$ cat config.mk
export PLATFORM = sky130hd
export DESIGN_NAME = fifo_arbiter
export DESIGN_NICKNAME = d
export VERILOG_FILES = /design/src/rtl/fifo_arb_pkg.sv /design/src/rtl/arb2_rr.sv /design/src/rtl/fifo_arbiter.sv
export SDC_FILE = /design/constraint.sdc
export NUM_CORES = 1
export LEC_CHECK = 0
export CORE_UTILIZATION = 33
export DETAILED_ROUTE_END_ITERATION = 10
export PLACE_DENSITY = 0.82
export SYNTH_ARGS = -nofsm -noshare
export SYNTH_HDL_FRONTEND = slang
export SYNTH_SLANG_ARGS = --single-unit
$ cat constraint.sdc
create_clock -name clk -period 2.7 [get_ports clk]
set_input_delay 0.675 -clock clk [delete_from_list [all_inputs] [get_ports clk]]
set_output_delay 0.675 -clock clk [all_outputs]
set_load 0.005 [all_outputs]
$ cat src/rtl/fifo_arb_pkg.sv
// Shared types and default sizing for the FIFO arbiter and the FIFO it fronts.
package fifo_arb_pkg;

  typedef enum logic [1:0] {
    IDLE,
    CLEAR,
    RUN
  } state_t;

  localparam int DEFAULT_DATA_W = 8;
  localparam int DEFAULT_DEPTH  = 8;

endpackage

$ cat src/rtl/arb2_rr.sv
// Two-way push arbiter. FIFO_ARB_RR_EN selects round-robin on ties; otherwise
// producer 0 has fixed priority and no pointer state exists.
module arb2_rr (
`ifdef FIFO_ARB_RR_EN
  input  logic       clk,
  input  logic       FIFO_reset_n,
`endif
  input  logic [1:0] req,
  output logic [1:0] gnt
);

`ifdef FIFO_ARB_RR_EN
  logic last_gnt;  // 1 = producer 1 was granted most recently

  // NOTE: every output of always_comb gets a default first so no latch is inferred.
  always_comb begin
    gnt = req;
    if (req == 2'b11) gnt = last_gnt ? 2'b01 : 2'b10;
  end

  // NOTE: state is written with non-blocking assignments so all flops update together.
  always_ff @(posedge clk) begin
    if (!FIFO_reset_n) last_gnt <= 1'b1;
    else if (|gnt)     last_gnt <= gnt[1];
  end
`else
  always_comb begin
    gnt = req;
    if (req[0]) gnt = 2'b01;
  end
`endif

endmodule

$ cat src/rtl/fifo_arbiter.sv
// Shares one FIFO between two producers and a consumer, tracking occupancy.
// Build option: FIFO_ARB_RR_EN enables round-robin tie breaking on pushes.
module fifo_arbiter
  import fifo_arb_pkg::*;
#(
  parameter int DATA_W     = DEFAULT_DATA_W,
  parameter int DEPTH      = DEFAULT_DEPTH,
  parameter int CLR_CYCLES = 2,
  parameter int CNT_W      = $clog2(DEPTH + 1)
) (
  input  logic              clk,
  input  logic              FIFO_reset_n,
  input  logic              wr_req_0,
  input  logic              wr_req_1,
  input  logic [DATA_W-1:0] wr_data_0,
  input  logic [DATA_W-1:0] wr_data_1,
  output logic              wr_gnt_0,
  output logic              wr_gnt_1,
  input  logic              rd_req,
  output logic              rd_gnt,
  output logic              rd_valid,
  output logic [DATA_W-1:0] rd_data,
  input  logic              clr_req,
  output logic [CNT_W-1:0]  count,
  output logic              full,
  output logic              empty,
  output logic              fifo_push,
  output logic              fifo_pop,
  output logic [DATA_W-1:0] fifo_data_in,
  input  logic [DATA_W-1:0] fifo_data_out,
  output logic              fifo_clr_n
);

  localparam int CLR_W = (CLR_CYCLES > 1) ? $clog2(CLR_CYCLES) : 1;

  state_t           state;
  logic [CLR_W-1:0] clr_cnt;
  logic             run_open;
  logic             push_ok;
  logic             push_acc;
  logic             pop_acc;
  logic [1:0]       gnt;

  // A clear request closes both ports in the same cycle it is seen.
  assign run_open = (state == RUN) && !clr_req;
  assign push_ok  = run_open && (count < CNT_W'(DEPTH));
  assign rd_gnt   = run_open && (count != '0);

  arb2_rr u_arb (
`ifdef FIFO_ARB_RR_EN
    .clk          (clk),
    .FIFO_reset_n (FIFO_reset_n),
`endif
    .req          ({wr_req_1, wr_req_0} & {2{push_ok}}),
    .gnt          (gnt)
  );

  assign wr_gnt_0 = gnt[0];
  assign wr_gnt_1 = gnt[1];
  assign push_acc = |gnt;
  assign pop_acc  = rd_req & rd_gnt;
  assign full     = (count == CNT_W'(DEPTH));
  assign empty    = (count == '0);
  assign rd_data  = fifo_data_out;

  always_ff @(posedge clk) begin
    if (!FIFO_reset_n) begin
      state      <= IDLE;
      clr_cnt    <= '0;
      fifo_clr_n <= 1'b1;
    end else begin
      case (state)
        IDLE: begin
          state      <= CLEAR;
          clr_cnt    <= '0;
          fifo_clr_n <= 1'b0;
        end
        CLEAR: begin
          if (clr_cnt == CLR_W'(CLR_CYCLES - 1)) begin
            state      <= RUN;
            fifo_clr_n <= 1'b1;
          end else begin
            clr_cnt <= clr_cnt + CLR_W'(1);
          end
        end
        RUN: begin
          if (clr_req) begin
            state      <= CLEAR;
            clr_cnt    <= '0;
            fifo_clr_n <= 1'b0;
          end
        end
        default: state <= IDLE;
      endcase
    end
  end

  // Pin pipeline and occupancy; rd_valid is suppressed across any clear window.
  always_ff @(posedge clk) begin
    if (!FIFO_reset_n) begin
      count        <= '0;
      fifo_push    <= 1'b0;
      fifo_pop     <= 1'b0;
      fifo_data_in <= '0;
      rd_valid     <= 1'b0;
    end else begin
      fifo_push <= push_acc;
      fifo_pop  <= pop_acc;
      rd_valid  <= fifo_pop && run_open;
      if (push_acc) fifo_data_in <= gnt[1] ? wr_data_1 : wr_data_0;
      if (!run_open) begin
        count <= '0;
      end else begin
        case ({push_acc, pop_acc})
          2'b10:   count <= count + CNT_W'(1);
          2'b01:   count <= count - CNT_W'(1);
          default: count <= count;
        endcase
      end
    end
  end

endmodule

==> Word-level counts from Yosys, hierarchy flattened <==
Index checks and enable logic that the tools add are counted.
{ "classes": {"n_addsub": 3, "n_lt_le_gt_ge": 1, "multipliers": 0, "n_mux": 11, "bitwise": 2, "reduce_logical": 15, "n_shift": 0, "div": 0, "n_eq_ne": 7} }
{ "op_table": {"columns": ["op", "n"], "rows": [
  ["$mux 8", 1],
  ["$pmux 4 s2", 1],
  ["$mux 2", 3],
  ["$pmux 1 s3", 2],
  ["$pmux 2 s3", 1],
  ["$reduce_and 2->1", 3],
  ["$add 4x1->4 const B", 1],
  ["$eq 2x1->1 const B", 2],
  ["$eq 2x2->1 const B", 2],
  ["$eq 4x4->1 const B", 1],
  ["$logic_and 1x1->1", 4],
  ["$logic_not 4->1", 1],
  ["$lt 4x4->1 const B", 1],
  ["$ne 2x2->1 const B", 2],
  ["$reduce_bool 4->1", 1],
  ["$sub 4x1->4 const B", 1],
  ["$mux 1", 3],
  ["$reduce_and 3->1", 1],
  ["$reduce_bool 3->1", 1],
  ["$and 2x2->2", 1],
  ["$logic_not 2->1", 1],
  ["$reduce_bool 2->1", 1],
  ["$reduce_or 2->1", 1],
  ["$add 1x1->1 const B", 1],
  ["other kinds (2)", 2]
]} }
{ "totals": {"romBits": 0, "reg_bits": 19, "n_memories": 0, "latch_bits": 0, "inputBits": 30, "mem_bits_rw": 0, "output_inout_bits": 29} }

==> Longest topological paths before layout <==
Gate-level depths: netlist of run 1.
{ "depth": {"depth_word": 8, "depth_mapped": 11} }

==> Hierarchy <==
From an unflattened synthesis of run 1, not the netlist that was laid out.
{ "hier_totals": {"hier_cells": 113, "area_unflattened_um2": 968.4} }
{ "by_module_without_submodules": {"columns": ["mod", "cells_per_inst", "seq_area_each_um2", "area_each_um2", "n_inst"], "rows": [
  ["fifo_arbiter", 111, 380.4, 947.2, 1],
  ["arb2_rr", 2, 0.0, 21.3, 1]
]} }

==> Worst setup path before layout of run 1 <==
No wires, ideal clock.
{ "synth_path": {"kind": "input port to flip-flop", "start": "in clr_req", "end": "reg count[3]", "n_path_buf": 1, "setup_time_ps": 71, "path_slack_ps": -159, "path_stages": 10, "arrival_ps": 2789, "cell_sequence": "or3b_4 > nor3_4 > buf_6 > inv_1 > ha_1 > ha_1 > a21oi_1 > a211o_1 > a21o_1 > a21oi_1"} }
{ "synth_between": {"elab_chain_len": 8, "word_cells_on_any_way": 13, "cone_classes": "eq/ne: 2; mux: 2; bitwise: 2; reduce/logical: 7"} }
{ "synth_lines": {"columns": ["element", "line_no", "source"], "rows": [
  ["start: declaration", "fifo_arbiter.sv:23", "input logic clr_req,"],
  ["$logic_not 1->1 (*)", "fifo_arbiter.sv:45", "assign run_open = (state == RUN) && !clr_req;"],
  ["$logic_and 1x1->1 (*)", "fifo_arbiter.sv:45", null],
  ["$logic_and 1x1->1", "fifo_arbiter.sv:46", "assign push_ok = run_open && (count < CNT_W'(DEPTH));"],
  ["$and 2x2->2", "fifo_arbiter.sv:54", ".req ({wr_req_1, wr_req_0} & {2{push_ok}}),"],
  ["$mux 2", "arb2_rr.sv:29", "if (req[0]) gnt = 2'b01;"],
  ["$reduce_or 2->1", "fifo_arbiter.sv:60", "assign push_acc = |gnt;"],
  ["$eq 2x1->1 / $eq 2x2->1 (equally long branches)", "fifo_arbiter.sv:114", "case ({push_acc, pop_acc})"],
  ["$pmux 4 s2 / $reduce_bool 2->1 (equally long branches)", null, null],
  ["end signal: assignment", "fifo_arbiter.sv:115", "2'b10: count <= count + CNT_W'(1);"],
  ["end signal: assignment", "fifo_arbiter.sv:116", "2'b01: count <= count - CNT_W'(1);"],
  ["end signal: assignment", "fifo_arbiter.sv:117", "default: count <= count;"],
  ["end: declaration", "fifo_arbiter.sv:24", "output logic [CNT_W-1:0] count,"]
]} }
Mark *: on every way between the ends. The rest lies on a longest branch, timed or not.
A chain may end at the register's enable or synchronous reset.

==> Worst setup path after layout of run 1 <==
{ "layout_path": {"start": "in clr_req", "end": "reg count[2]"} }
{ "layout_between": {"word_cells_on_any_way": 13, "cone_classes": "eq/ne: 2; mux: 2; bitwise: 2; reduce/logical: 7"} }
{ "layout_rtl": {"columns": ["element", "line_no", "source"], "rows": [
  ["$logic_not 1->1 (*)", "fifo_arbiter.sv:45", null],
  ["$logic_and 1x1->1 (*)", "fifo_arbiter.sv:45", null],
  ["$logic_and 1x1->1 (*)", "fifo_arbiter.sv:47", "assign rd_gnt = run_open && (count != '0);"],
  ["$and 1x1->1 (*)", "fifo_arbiter.sv:61", "assign pop_acc = rd_req & rd_gnt;"],
  ["named net pop_acc", "fifo_arbiter.sv:41", "logic pop_acc;"],
  ["$eq 2x1->1 / $eq 2x2->1 (equally long branches)", "fifo_arbiter.sv:114", null],
  ["$pmux 4 s2 / $reduce_bool 2->1 (equally long branches)", null, null]
]} }
Mark *: on every way through the listed nets, which the timed path passes. The rest lies on a longest branch.

==> results by group, run 1 <==
Synth
  • Sequential area share after synthesis: 0.382
  • Mapped Area: 995 um2
  • Post-synth EDFFs: 0
  • Post-Syn Nets: 138
  • Post-Synth Adder-Cell Area: 0.0579
  • Avg Inst Size Synth: 9.56 um2
  • Area leader, netlist: dfxtp_1
  • YS warnings: 0
  • Most common cell in the netlist: dfxtp_1
  • Largest family of logic cells by synthesized area: compound AO/OA/AOI/OAI gates
  • Post-synthesis simple-gate area fraction: 0.162
  • Synth Area in Compound Gates: 0.179
  • XOR/XNOR share of the synthesized area: 0.0176
  • Area share of the largest cell type after synthesis: 0.382
  • Top cells by count, synth: dfxtp_1 (19), nor2_1 (11), buf_4 (9), o21ai_0 (9)
  • Synth Flop Type: dfxtp_1
  • Most area-consuming cells after synthesis: dfxtp_1 (38%), mux2i_1 (8.1%), a21oi_2 (7.0%), buf_4 (6.8%), o21ai_0 (4.5%)
  • Multiplexer share of the synthesized area: 0.0805
  • Synth Register Bits: 19
  • Synth unique cells: 25
  • Mapped Cells: 104
  • Async SR Flop Fraction: 0

Clock network
  • CTS tree: done
  • Clk Tree Root Cell: clkbuf_4
  • Clock slew seen by the registers of the worst setup and hold paths: 110 ps
  • H-Tree Depth: 1
  • Worst skew pair latency: 300 ps
  • Max clock buf depth: 2
  • Clock tree sinks: 19
  • Hold Buf Count CTS: 0
  • Cts bufs inserted: 3

Global route
  • All-Layer GR Usage: 0.175
  • Global-route wire length before repair: 4410 um
  • Largest net degree at the start of global routing: 17
  • GRT overflow: 0
  • Initial antenna violation count: 0
  • Vias in the first global route: 987

Place
  • Routability cong.: 0.760
  • Detail Placement HPWL: 1990 um
  • Buffers on Ports: 42

Routing
  • Post-route antenna net violation count: 0
  • Routed vias: 911
  • Routed length per instance: 14.5 um
  • Vias per inst: 5.03
  • First-pass iteration count of the detailed router: 7
  • DR DRC count: 10
  • WL final: 2630 um
  • DRT iter0 DRCs: 40

Timing
  • Max Slew Vio Count: 0
  • Final Hold Viols: 0
  • Post-route clock period utilization: 0.974
  • Setup Skew: 4.31 ps
  • Unrepaired setup endpoints after global routing: no
  • Fin crit period: 2630 ps
  • Tightest Pin Transition: 560 ps
  • Fmax: 380 MHz
  • Max_slew headroom: 0.623
  • Setup_tns: 0 ps
  • # setup viols final: 0

Floorplan
  • Row count: 19
  • Die Y: 56.9 um
  • Starting Density: 0.355
  • IO Pins: 59
  • Core area: 0.00281 mm2
  • Die Footprint: 0.00324 mm2
  • Die Wd: 56.9 um

Run status
  • Status: finished, violations left
  • Failing checks: DRC

Cells and area
  • Area of the multi-input gates: 548 um2
  • Filler cells: 275
  • Antenna diode instance count: 0
  • Layout cells sized above 1: 0.227
  • Fin nets: 185
  • Register area: 380 um2
  • Synthesis-to-finish area growth: 53.5%

Run
  • MaxCap Viol Count: 0

Power and ir drop
  • Pwr Total: 0.500 mW
  • Worst vdd ir: 0.000246 V
  • Leak: 0.525 nW
  • Pwr/cell area: 328 mW/mm2

Setup path
  • Crit path kind: in2reg
  • Worst path required time: 2890 ps
  • Reg2reg path depth: 9
  • Critical path capture point type: register
  • Max Fanout on Critical Path: 4
  • Crit path launch type: primary input
  • Arrival @ worst endpoint: 2820 ps

Hold path
  • Hold Crit Class: reg2reg
  • Hold Path Depth: 2
## worst max-delay path, stage by stage
cell and delay, ps:
dlygate4sd2_1 240, or3b_4 410, buf_6 140, nor2_2 130, and2_1 190, ha_4 200
inv_1 70, fa_1 380, xor2_1 150, nor2_1 60, a21oi_1 130, nor2_1 60
## logic make-up after synthesis
group	Yosys count
AOI/OAI and AO/OA	27
xor gates and xnor gates	2
muxes	8
and+or+nand+nor	25
adders and majority gates	4
DFF	19
buffers and inverters	19
## registers in the layout, summed over array words and instances, names as in the netlist
| register | cells |
|---|---|
| fifo_data_in | 8 |
| count | 4 |
| state | 2 |
| clr_cnt | 1 |
| fifo_clr_n | 1 |
| fifo_pop | 1 |
| fifo_push | 1 |
| rd_valid | 1 |
## layout by cell type, fill, tap and decap left out
cell,netlist,layout
inv_1,8,7
a21oi_1,7,6
nor2_2,0,1
ha_4,0,3
nor3b_2,0,1
dlygate4sd2_1,0,3
nor4b_4,1,1
buf_6,2,1
clkdlybuf4s15_1,0,1
a21oi_2,8,9
nor4b_1,1,1
or3b_4,1,1
xor2_1,2,2
a21o_1,1,1
nand4b_1,1,1
o221a_2,1,1
a211o_1,1,1
and3_1,1,1
clkbuf_1,0,1
dfxtp_1,19,19
nand3_1,5,4
nor2_1,11,10
clkbuf_4,0,3
and2_1,1,1
fa_1,1,1
buf_4,9,10
nor3_4,1,1
o21ai_0,9,9
clkdlybuf4s50_1,0,38
nand3_2,0,1
mux2i_1,8,8
inv_2,0,1
nor4_1,1,1
## per-layer routing
layer,track usage,up-vias,part of all wire
li1,-,442,-
met1,0.173,428,0.36
met2,0.350,35,0.57
met3,0.0461,6,0.058
met4,0.0523,0,0.0095
met5,0,-,0
## stage by stage
stage                     setup WS (ps)  utilization  std cells  hold slack (ps)  area (um2)
after floorplan                    27.4            -        104              425        1020
after global placement             -355        0.519        175              415        1460
after detailed placement           -426        0.519        175              421        1460
after CTS                          54.7        0.544        181              435        1530
after global routing               13.5        0.544        181              451        1530
final                              69.4        0.544        181              429        1530
## layout make-up
class,instances,area share
Clock buffer,4,0.0172
Inverter,8,0.0197
Multi-Input combinational cell,66,0.359
Sequential cell,19,0.249
Tap cell,31,0.0254
Timing Repair Buffer,53,0.330
## what timing repair did
item	in CTS	in global routing
pin swaps	4	2
resized for setup	11	0
buffers inserted	2	0
setup endpoints to repair	6	1
## final timing paths
check | slack, ps | startpoint | end
setup / recovery | 70 | clr_req | count[2]$_SDFFE_PN0P_
hold / removal | 430 | fifo_pop$_SDFF_PN0_ | rd_valid$_SDFF_PN0_
setup reg to reg | 260 | count[1]$_SDFFE_PN0P_ | count[3]$_SDFFE_PN0P_
hold reg to reg | 430 | fifo_pop$_SDFF_PN0_ | rd_valid$_SDFF_PN0_
## power breakdown
part / total [mW] / internal, mW / switching (mW)
Clock: 0.144 / 0.0576 / 0.0864
Sequential: 0.291 / 0.286 / 0.00470
Combinational: 0.0654 / 0.0428 / 0.0226
Note: power is estimated with default switching activity, not from simulation.
==> run 2: changes to the inputs <==
--- a/config.mk
+++ b/config.mk
@@ -10,4 +10,5 @@
 export PLACE_DENSITY = 0.82
 export SYNTH_ARGS = -nofsm -noshare
 export SYNTH_HDL_FRONTEND = slang
+export SYNTH_HIERARCHICAL = 1
 export SYNTH_SLANG_ARGS = --single-unit
==> results by group, run 2 <==
Global route
  • Global-route wire length before repair: 3840 um (-13%)
  • Vias in the first global route: 895 (-9.3%)
  • GRT overflow: 0 (unchanged)
  • Initial antenna violation count: 0 (unchanged)
  • All-Layer GR Usage: 0.153 (-0.0223)
  • Largest net degree at the start of global routing: 17 (unchanged)

Timing
  • Post-route clock period utilization: 0.945 (-0.0295)
  • Max_slew headroom: 0.767 (+0.143)
  • Final Hold Viols: 0 (unchanged)
  • Fmax: 392 MHz (+3.1%)
  • Crit path setup slack, layout: 149 ps (+79.7 ps)
  • Unrepaired setup endpoints after global routing: no
  • # setup viols final: 0 (unchanged)
  • Setup Skew: 4.06 ps (-0.249 ps)
  • Max Slew Vio Count: 0 (unchanged)
  • Tightest Pin Transition: 347 ps (-213 ps)
  • Fin crit period: 2550 ps (-79.7 ps)

Place
  • Placed instance area: 0.00146 mm2 (about the same)
  • Buffers on Ports: 42 (unchanged)
  • Routability cong.: 0.823 (+8.3%)
  • Dpl ws: -409 ps (+17.4 ps)
  • Detail Placement HPWL: 1860 um (-6.6%)

Synth
  • Most common cell in the netlist: nor2_1
  • Most area-consuming cells after synthesis: dfxtp_1 (39%), nor2_1 (10%), mux2i_1 (8.3%), a21oi_1 (7.2%), buf_4 (7.0%)
  • Synth Flop Type: dfxtp_1
  • Mapped Cells: 113 (+8.7%)
  • Post-Syn Nets: 147 (+6.5%)
  • Synth unique cells: 28 (+12%)
  • Area share of the largest cell type after synthesis: 0.393 (+0.0104)
  • YS warnings: 6 (+6)
  • Avg Inst Size Synth: 8.57 um2 (-10%)
  • Async SR Flop Fraction: 0 (unchanged)
  • Top cells by count, synth: nor2_1 (26), dfxtp_1 (19), a21oi_1 (14), buf_4 (9), mux2i_1 (8)
  • Area leader, netlist: dfxtp_1
  • Sequential area share after synthesis: 0.393 (+0.0104)
  • Synth Register Bits: 19 (unchanged)
  • Post-synth EDFFs: 0 (unchanged)
  • Mapped Area: 968 um2 (-2.6%)

Setup path
  • FF-to-FF setup slack: 370 ps (+110 ps)
  • Worst path required time: 2930 ps (+40 ps)
  • Max Fanout on Critical Path: 4 (unchanged)
  • Reg2reg start: state[1]$_SDFFE_PN0P_
  • Critical path capture point type: register
  • Crit path launch type: primary input
  • Crit path kind: in2reg
  • Arrival @ worst endpoint: 2780 ps (-40 ps)
  • Critical Path Start: wr_req_0

Run
  • MaxCap Viol Count: 0 (unchanged)

Hold path
  • Hold Crit Class: reg2reg
  • Worst hold path startpoint: fifo_pop$_SDFF_PN0_

Cells and area
  • Antenna diode instance count: 0 (unchanged)
  • Finished Cell Area: 0.00154 mm2 (+0.82%)
  • Top reg by flops: fifo_data_in
  • Synthesis-to-finish area growth: 58.9%
  • Largest regs: fifo_data_in x8, count x4, state x2
  • Most common cell after layout, fill and taps aside: clkdlybuf4s50_1
  • Largest register FFs: 8 (unchanged)
  • Fin nets: 194 (+4.9%)
  • Layout cells sized above 1: 0.208 (-0.0191)
  • Commonest non-fill, non-tap cells in the layout: clkdlybuf4s50_1 (38), nor2_1 (24), dfxtp_1 (19)

Clock network
  • Cts bufs inserted: 3 (unchanged)
  • Worst skew pair latency: 290 ps (about the same)
  • CTS tree: done
  • Clk Tree Root Cell: clkbuf_4
  • Max clock buf depth: 2 (unchanged)
  • H-Tree Depth: 1 (unchanged)
  • Clock tree sinks: 19 (unchanged)
  • Clock slew seen by the registers of the worst setup and hold paths: 110 ps (about the same)
  • Hold Buf Count CTS: 0 (unchanged)

Floorplan
  • IO Pins: 59 (unchanged)
  • Die Footprint: 0.00316 mm2 (-2.5%)
  • Row count: 19 (unchanged)
  • Starting Density: 0.351 (-0.00341)
  • Core area: 0.00276 mm2 (-1.7%)
  • Die Y: 56.2 um (-1.3%)
  • Die Wd: 56.2 um (-1.3%)

Routing
  • Routed vias: 923 (+1.3%)
  • First-pass iteration count of the detailed router: 5 (-2)
  • Vias per inst: 4.86 (-3.5%)
  • Routed length per instance: 12.2 um (-16%)
  • WL final: 2330 um (-11%)
  • DRT iter0 DRCs: 30 (-25%)
  • DR DRC count: 0 (-10)
  • Post-route antenna net violation count: 0 (unchanged)

Power and ir drop
  • Pwr/cell area: 318 mW/mm2 (-2.9%)
  • Worst vdd ir: 0.000263 V (+6.8%)
  • Pwr Total: 0.490 mW (-2.1%)
  • Leak: 0.576 nW (+9.6%)

Run status
  • Status: completed
run 2: per-stage QoR:
stage / util / TNS, ps / hold slack, ps / cells
floorplan: - / -118 / 425 / 113
global placement: 0.529 / -1610 / 416 / 181
detailed placement: 0.529 / -1880 / 425 / 181
CTS: 0.552 / 0 / 450 / 188
global route: 0.558 / 0 / 470 / 190
finish: 0.558 / 0 / 446 / 190
run 2: routing by layer:
metal	up-vias	GRT usage	routed length, um
met5	-	0	0
met4	0	0.0523	6
met3	2	0.0372	203
met2	38	0.284	1200
met1	419	0.168	912
li1	464	-	-
run 2: power by group:
part	total (mW)	internal (mW)	switching (mW)
Sequential	0.290	0.286	0.00430
Combinational	0.0589	0.0404	0.0185
Clock	0.140	0.0551	0.0854
Total	0.490	0.381	0.108
run 2: final timing paths:
path / to / cells past startpoint
worst min register to register: rd_valid$_SDFF_PN0_ / 2
worst min-delay path: rd_valid$_SDFF_PN0_ / 2
worst max register to register: count[3]$_SDFFE_PN0P_ / 12
worst max-delay path: count[3]$_SDFFE_PN0P_ / 11
run 2: critical path, cell delays in order:
cell,delay (ps)
clkdlybuf4s50_1,470
nor3b_4,250
nor2b_4,70
buf_6,120
nor2_4,130
ha_4,190
ha_4,220
a21oi_2,150
nand4b_1,150
a21o_1,220
a21oi_2,140
run 2: area by class of cell:
class / count / area, um2
inverter: 7 / 26.3
clock buffer: 3 / 22.5
fill: 259 / 1220
sequential: 19 / 380
timing repair buffer: 55 / 517
multi-input combinational: 74 / 549
clock inverter: 1 / 5.00
tap: 31 / 38.8
run 2: repair_timing:
action,CTS,global route
setup buffers,4,2
gates resized for setup,7,4
pin swaps,6,10
endpoints found under the setup margin,5,4
hold endpoints to repair,0,0
gates cloned,0,0
run 2: cells by family (layout without fill, tap and decap cells):
kind of cell,count (synthesis),count (layout),synth area share
buffers and inverters,20,66,0.115
AO/OA/AOI/OAI,19,19,0.115
AND/OR/NAND/NOR,41,41,0.217
multiplexers,8,8,0.0827
XOR/XNOR,2,2,0.0181
flip-flops,19,19,0.393
adder cells (fa/ha/maj),4,4,0.0594
